--- src/rtl/sysx_slave_port.sv ---
// sysx_slave_port: sysX v1 peripheral-side responder. Oversamples the master's bus
//   clock on iClock, captures one 32-bit word per frame from MOSI (LSB first) and
//   returns one 32-bit word per frame on MISO.
// Latency: bus edges are seen pSyncStages+1 iClock cycles after the pin changes.
//   oRxData/oRxValid appear the cycle after the 4th data fall is detected.
// Backpressure: the TX holding register accepts a word when oTxReady=1. RX words are
//   not backpressured: the core must take each one-cycle oRxValid pulse.
// Ports:
//   iClock/iReset         system clock, synchronous active-high reset
//   iBusClock/iBusSelect  master bus clock (idle high) and chip select
//   iBusMOSI              master-to-slave byte
//   oBusMISO/oBusMISOEnable  slave-to-master byte and its output enable
//   oBusInterrupt         sticky interrupt to the master
//   iTxData/iTxValid/oTxReady  word to return in the next addressed frame
//   oRxData/oRxValid      last received word and its one-cycle strobe
//   iIrqRequest           raise oBusInterrupt
//   oFrameActive/oTxUnderrun   frame status
module sysx_slave_port #(
  parameter logic [1:0]  pAddress    = 2'h0,
  parameter int          pIdleCycles = 16,
  parameter int          pSyncStages = 2,
  parameter logic [31:0] pEmptyWord  = 32'hFFFFFFFF
) (
  input  logic        iClock,
  input  logic        iReset,
  input  logic        iBusClock,
  input  logic [1:0]  iBusSelect,
  input  logic [7:0]  iBusMOSI,
  output logic [7:0]  oBusMISO,
  output logic        oBusMISOEnable,
  output logic        oBusInterrupt,
  input  logic [31:0] iTxData,
  input  logic        iTxValid,
  output logic        oTxReady,
  output logic [31:0] oRxData,
  output logic        oRxValid,
  input  logic        iIrqRequest,
  output logic        oFrameActive,
  output logic        oTxUnderrun
);

  localparam logic [7:0] IDLE_TH = 8'(pIdleCycles);

  typedef enum logic [2:0] {S_WAIT, S_READY, S_ACTIVE, S_DONE, S_SKIP} state_t;

  state_t state, state_n;

  // MOSI travels through the same number of flops as the clock so the byte
  // seen at a detected fall is the byte that was on the pins at that fall.
  logic [pSyncStages-1:0]      clk_sync;
  logic [pSyncStages-1:0][1:0] sel_sync;
  logic [pSyncStages-1:0][7:0] mosi_sync;
  logic       clk_s, clk_prev, fall, bus_idle;
  logic [1:0] sel_s;
  logic [7:0] mosi_s;
  logic [7:0] idle_cnt;

  logic [2:0]  fall_cnt;
  logic [31:0] shift;
  logic [31:0] hold;
  logic        hold_vld;
  logic [23:0] rx_buf;
  logic        frame_start, active_fall, last_fall, tx_load;

  assign clk_s    = clk_sync[pSyncStages-1];
  assign sel_s    = sel_sync[pSyncStages-1];
  assign mosi_s   = mosi_sync[pSyncStages-1];
  assign fall     = clk_prev & ~clk_s;
  assign bus_idle = (idle_cnt >= IDLE_TH);
  assign tx_load  = iTxValid & ~hold_vld;

  assign oTxReady       = ~hold_vld;
  assign oFrameActive   = (state == S_ACTIVE);
  assign oBusMISOEnable = (state == S_ACTIVE);
  assign oBusMISO       = (state == S_ACTIVE) ? shift[7:0] : 8'h00;

  always_ff @(posedge iClock) begin
    if (iReset) begin
      clk_sync  <= '1;
      sel_sync  <= '0;
      mosi_sync <= '0;
      clk_prev  <= 1'b1;
      idle_cnt  <= 8'd0;
    end else begin
      clk_sync  <= {clk_sync[pSyncStages-2:0], iBusClock};
      sel_sync  <= {sel_sync[pSyncStages-2:0], iBusSelect};
      mosi_sync <= {mosi_sync[pSyncStages-2:0], iBusMOSI};
      clk_prev  <= clk_s;
      if (!clk_s)
        idle_cnt <= 8'd0;
      else if (idle_cnt != 8'hFF)
        idle_cnt <= idle_cnt + 8'd1;
    end
  end

  always_comb begin
    state_n     = state;
    frame_start = 1'b0;
    active_fall = 1'b0;
    case (state)
      S_WAIT:  if (bus_idle) state_n = S_READY;
      S_READY: begin
        if (fall) begin
          if (sel_s == pAddress) begin
            state_n     = S_ACTIVE;
            frame_start = 1'b1;
          end else begin
            state_n = S_SKIP;
          end
        end
      end
      S_ACTIVE: begin
        // A long idle mid-frame means the master gave up; drop the partial word.
        if (bus_idle) begin
          state_n = S_READY;
        end else if (fall) begin
          active_fall = 1'b1;
          if (fall_cnt == 3'd3) state_n = S_DONE;
        end
      end
      S_DONE, S_SKIP: if (bus_idle) state_n = S_READY;
      default: state_n = S_WAIT;
    endcase
    last_fall = active_fall && (fall_cnt == 3'd3);
  end

  always_ff @(posedge iClock) begin
    if (iReset) begin
      state         <= S_WAIT;
      fall_cnt      <= 3'd0;
      shift         <= 32'd0;
      hold          <= 32'd0;
      hold_vld      <= 1'b0;
      rx_buf        <= 24'd0;
      oRxData       <= 32'd0;
      oRxValid      <= 1'b0;
      oTxUnderrun   <= 1'b0;
      oBusInterrupt <= 1'b0;
    end else begin
      state       <= state_n;
      oRxValid    <= 1'b0;
      oTxUnderrun <= 1'b0;

      // Frame start releases the holding register; a same-cycle load refills it.
      if (frame_start) begin
        fall_cnt    <= 3'd0;
        shift       <= hold_vld ? hold : pEmptyWord;
        oTxUnderrun <= ~hold_vld;
        hold_vld    <= 1'b0;
      end
      if (tx_load) begin
        hold     <= iTxData;
        hold_vld <= 1'b1;
      end

      if (active_fall) begin
        if (fall_cnt != 3'd4) fall_cnt <= fall_cnt + 3'd1;
        shift <= {8'h00, shift[31:8]};
        case (fall_cnt)
          3'd0: rx_buf[7:0]   <= mosi_s;
          3'd1: rx_buf[15:8]  <= mosi_s;
          3'd2: rx_buf[23:16] <= mosi_s;
          3'd3: begin
            oRxData  <= {mosi_s, rx_buf};
            oRxValid <= 1'b1;
          end
          default: ;
        endcase
      end

      // Set wins over clear when both land in the same cycle.
      if (iIrqRequest)
        oBusInterrupt <= 1'b1;
      else if (last_fall)
        oBusInterrupt <= 1'b0;
    end
  end

endmodule

--- config.mk ---
export PLATFORM = sky130hd
export DESIGN_NAME = sysx_slave_port
export DESIGN_NICKNAME = d
export VERILOG_FILES = /design/src/rtl/sysx_slave_port.sv
export SDC_FILE = /design/constraint.sdc
export NUM_CORES = 1
export LEC_CHECK = 0
export BUFFER_PORTS_ARGS = -buffer_cell sky130_fd_sc_hd__buf_2
export CAP_MARGIN = 20
export CORE_ASPECT_RATIO = 1.1
export CORE_MARGIN = 2
export CORE_UTILIZATION = 46
export DETAILED_ROUTE_END_ITERATION = 7
export PLACE_DENSITY = 0.67
export RECOVER_POWER = 100
export SLEW_MARGIN = 20
export SYNTH_ARGS = -nofsm -noshare
export SYNTH_HDL_FRONTEND = slang
export SYNTH_SLANG_ARGS = --single-unit
--- constraint.sdc ---
create_clock -name iClock -period 2 [get_ports iClock]
set_clock_uncertainty 0.1 [all_clocks]
set_input_delay 0.4 -clock iClock [delete_from_list [all_inputs] [get_ports iClock]]
set_output_delay 0.4 -clock iClock [all_outputs]
set_load 0.01 [all_outputs]
==> impl_results.md <==
* RR Endpoint: rx_buf[7]$_SDFFE_PP0P_
* Post-Synth Simple-Gate Area at 0.190
* CTS tree: done
* Hold worst-path end: clk_sync[0]$_SDFF_PP1_
* VDD IR max at 511 uV
* Fill count at 1177
* Total track usage at 0.194
* Die Ht at 125 um
* Worst-path fanout max at 8
* Register area at 0.00323 sq mm
* Startpoint Class: flip-flop
* Later-pin clock latency in the skew report at 0.43 ns
* Number of synthesized flops with an enable pin at 0
* Worst R2R Path Depth at 6
* Status: finished with violations
* Multi-input gate area at 0.00256 sq mm
* Yosys reg bits at 161
* Crit end category: primary output
* Clk pin slew, worst setup/hold paths at 0.06 ns
* Fin. max-slew vios at 83
* Final hold vios at 0
* Syn_area_per_cell at 9.02 sq um
* Detail Route Antenna Nets at 0
* Ys flop type: dfxtp_1
* Die Wd at 114 um
* Syn. warnings at 0
* Area share of the largest cell type after synthesis at 0.528
* Layout area overhead at 22.0%
* Kind of critical path: reg2out
* Worst-margin pin slew at 1.52 ns
* Detailed-route wire length at 13300 um
* FFs w/ async S/R, synth at 0
* Post-Syn Area at 0.00610 sq mm
* Final Cycle Share at 1.03
* Mux cell area share after synthesis at 0.0410
* Die area at 0.0142 sq mm
* Reg2reg start: state[2]$_SDFFE_PP0P_
* WHS Path Cells at 2
* Syn_nets at 731
* Layout cell share with drive strength beyond 1 at 0.193
* Avg Vias per Cell at 5.19
* Most frequent cells in the layout: 158 x dfxtp_1, 141 x nand2_1, 76 x a21oi_1
* Final Core Density at 0.568
* Max transition margin at -0.0132
* Core box area at 0.0131 sq mm
* Area share of fa/ha/maj cells after synthesis at 0.0143
* Max-capacitance violation count at 1
* Gate Count Post-Synth at 677
* Xor and xnor area share after synthesis at 0.00430
* Final net count at 816
* Hold_buf cts at 0
* Largest family of logic cells by synthesized area: simple AND/OR/NAND/NOR gates
* Worst EP required at 1.50 ns
* Post-synth cell types at 50
* Minimum clock period at 2.05 ns
* Final Cell Area at 0.00744 sq mm
* Clock Sink Count at 161
* Synth area leader: dfxtp_1
* Hold Crit Start: iBusClock
* Largest net degree at the start of global routing at 83
* R2r setup slk at 0.04 ns
* Congestion Overflow GR at 0
* Final routed DRC violation total at 0
* Post-detail-place hpwl at 8710 um
* Most common cell after layout, fill and taps aside: dfxtp_1
* H-tree depth at 4
* Number of DRC markers in iteration 0 at 395
* Register area share after synthesis at 0.528
* Placed Instances at 898
* Power, Total at 7.18 mW
* Pleak at 2.97 nW
* Initial Util at 0.466
* Top post-synthesis cells by area: dfxtp_1 53%, nand2_1 8.7%, a21oi_1 6.2%, mux2i_1 4.1%, nor2b_1 2.7%
* # diodes at 0
* Final estimated routing congestion in global placement at 0.784
* I/O Buffers at 92
* Initial DRT Pass Iterations at 5
* Vias at 4850
* RSZ-0062 raised after global routing: true
* Hold Path Class: in2reg
* Pwr Density at 964 mW/mm^2
* Crit path DAT at 1.55 ns
* WL/cell at 14.2 um
* Clock buffer depth at 2
* F_max at 487 MHz
* Layout Cells excl Fill at 935
* Global-route wire length before repair at 22200 um
* Final setup violation count at 8
* # IOs at 93
* Clk root buf: clkbuf_16
* TritonCTS Buffers at 17
* Vias in the first global route at 4756
* Core Rows at 44
* Compound-cell area share of the yosys netlist at 0.164
* Failing checks: capacitance limit, slew limit, setup timing
* Placed Area at 0.00670 sq mm
* Final critical-path setup slack at -0.0516 ns
* Initial antenna violation count at 0
## repair_timing
action	4_1_cts	5_1_grt
endpoints found under the setup margin	10	11
pin swaps	1	9
gates cloned	0	2
resized for setup	4	22
hold endpoints to repair	0	0
setup buffers	1	3
## area by class of cell
cell class	count	area share
sequential	161	0.434
multi-input combinational	434	0.344
inverter	34	0.0171
clock inverter	14	0.0319
timing repair buffer	114	0.0891
clock buffer	17	0.0571
tap	161	0.0271
## critical path: stages (launching register included)
cell	delay [ns]
dfxtp_4	0.38
nor3b_4	0.34
buf_6	0.17
and2_4	0.13
buf_6	0.09
## power breakdown
group	internal, mW	switching [mW]
Sequential	3.27	0.0448
Combinational	0.0920	0.138
Clock	2.33	1.30
## cells in the mapped netlist (2+ instances only)
cell type  instances
nor3_1             2
buf_2              8
nand3_1            3
nand4_1            2
nand2_1          141
and3_1             5
a211oi_2          12
nand3b_1           2
nor2b_1           26
nor3b_4            2
o221ai_1           8
a21oi_1           76
or2_2              3
a31oi_1            5
mux2i_1           25
and2_1             9
a311oi_1           2
inv_1             33
a211oi_1          13
o22ai_1           16
nand3_2            2
nor2_1            34
buf_6              2
buf_4              6
ha_1               7
nand4_2            3
nand2b_1           2
dfxtp_1          161
clkbuf_1          27
buf_1              5
xnor2_1            3
o21ai_0           14
## kinds of logic (layout without fill, tap and decap cells)
group,count (synthesis),count (layout)
and+or+nand+nor,244,244
DFF,161,161
AOI/OAI and AO/OA,155,155
buffers and inverters,82,179
muxes,25,25
adders and majority gates,7,7
xor gates and xnor gates,3,3
## metrics by stage
stage | setup TNS, ns | worst slack [ns] | hold slack (ns)
3_5_place_dp | 0 | 0.133 | 0.309
2_1_floorplan | 0 | 0.274 | 0.289
5_1_grt | -1.29 | -0.0922 | 0.0486
4_1_cts | -0.0983 | -0.0235 | 0.0469
3_3_place_gp | 0 | 0.225 | 0.299
6_report | -0.393 | -0.0516 | 0.0536
## state kept, by name, summed over array words and instances (netlist names), 2 cells and up
| register | flops |
|---|---|
| shift | 32 |
| fall_cnt | 3 |
| hold | 32 |
| clk_sync | 2 |
| state | 3 |
| oRxData | 32 |
| sel_s | 2 |
| sel_sync | 2 |
| mosi_s | 8 |
| idle_cnt | 8 |
| rx_buf | 24 |
| mosi_sync | 8 |
## how the worst max path moves through the flow
stage | cells after the start | from | to | slack, ns
floorplan | 6 | state[0]$_SDFFE_PP0P_ | rx_buf[23]$_SDFFE_PP0P_ | 0.27
global placement | 5 | state[2]$_SDFFE_PP0P_ | shift[21]$_SDFFE_PP0P_ | 0.23
detailed placement | 5 | state[2]$_SDFFE_PP0P_ | shift[9]$_SDFFE_PP0P_ | 0.13
CTS | 4 | state[2]$_SDFFE_PP0P_ | oBusMISO[6] | -0.02
global route | 4 | state[0]$_SDFFE_PP0P_ | oBusMISO[2] | -0.09
finish | 4 | state[2]$_SDFFE_PP0P_ | oBusMISO[6] | -0.05
## per-layer routing
metal	wire (um)	GRT usage
met1	5890	0.241
met2	6690	0.325
met3	530	0.0501
met4	173	0.0689
met5	0	0
(Power assumes the default switching activity.)
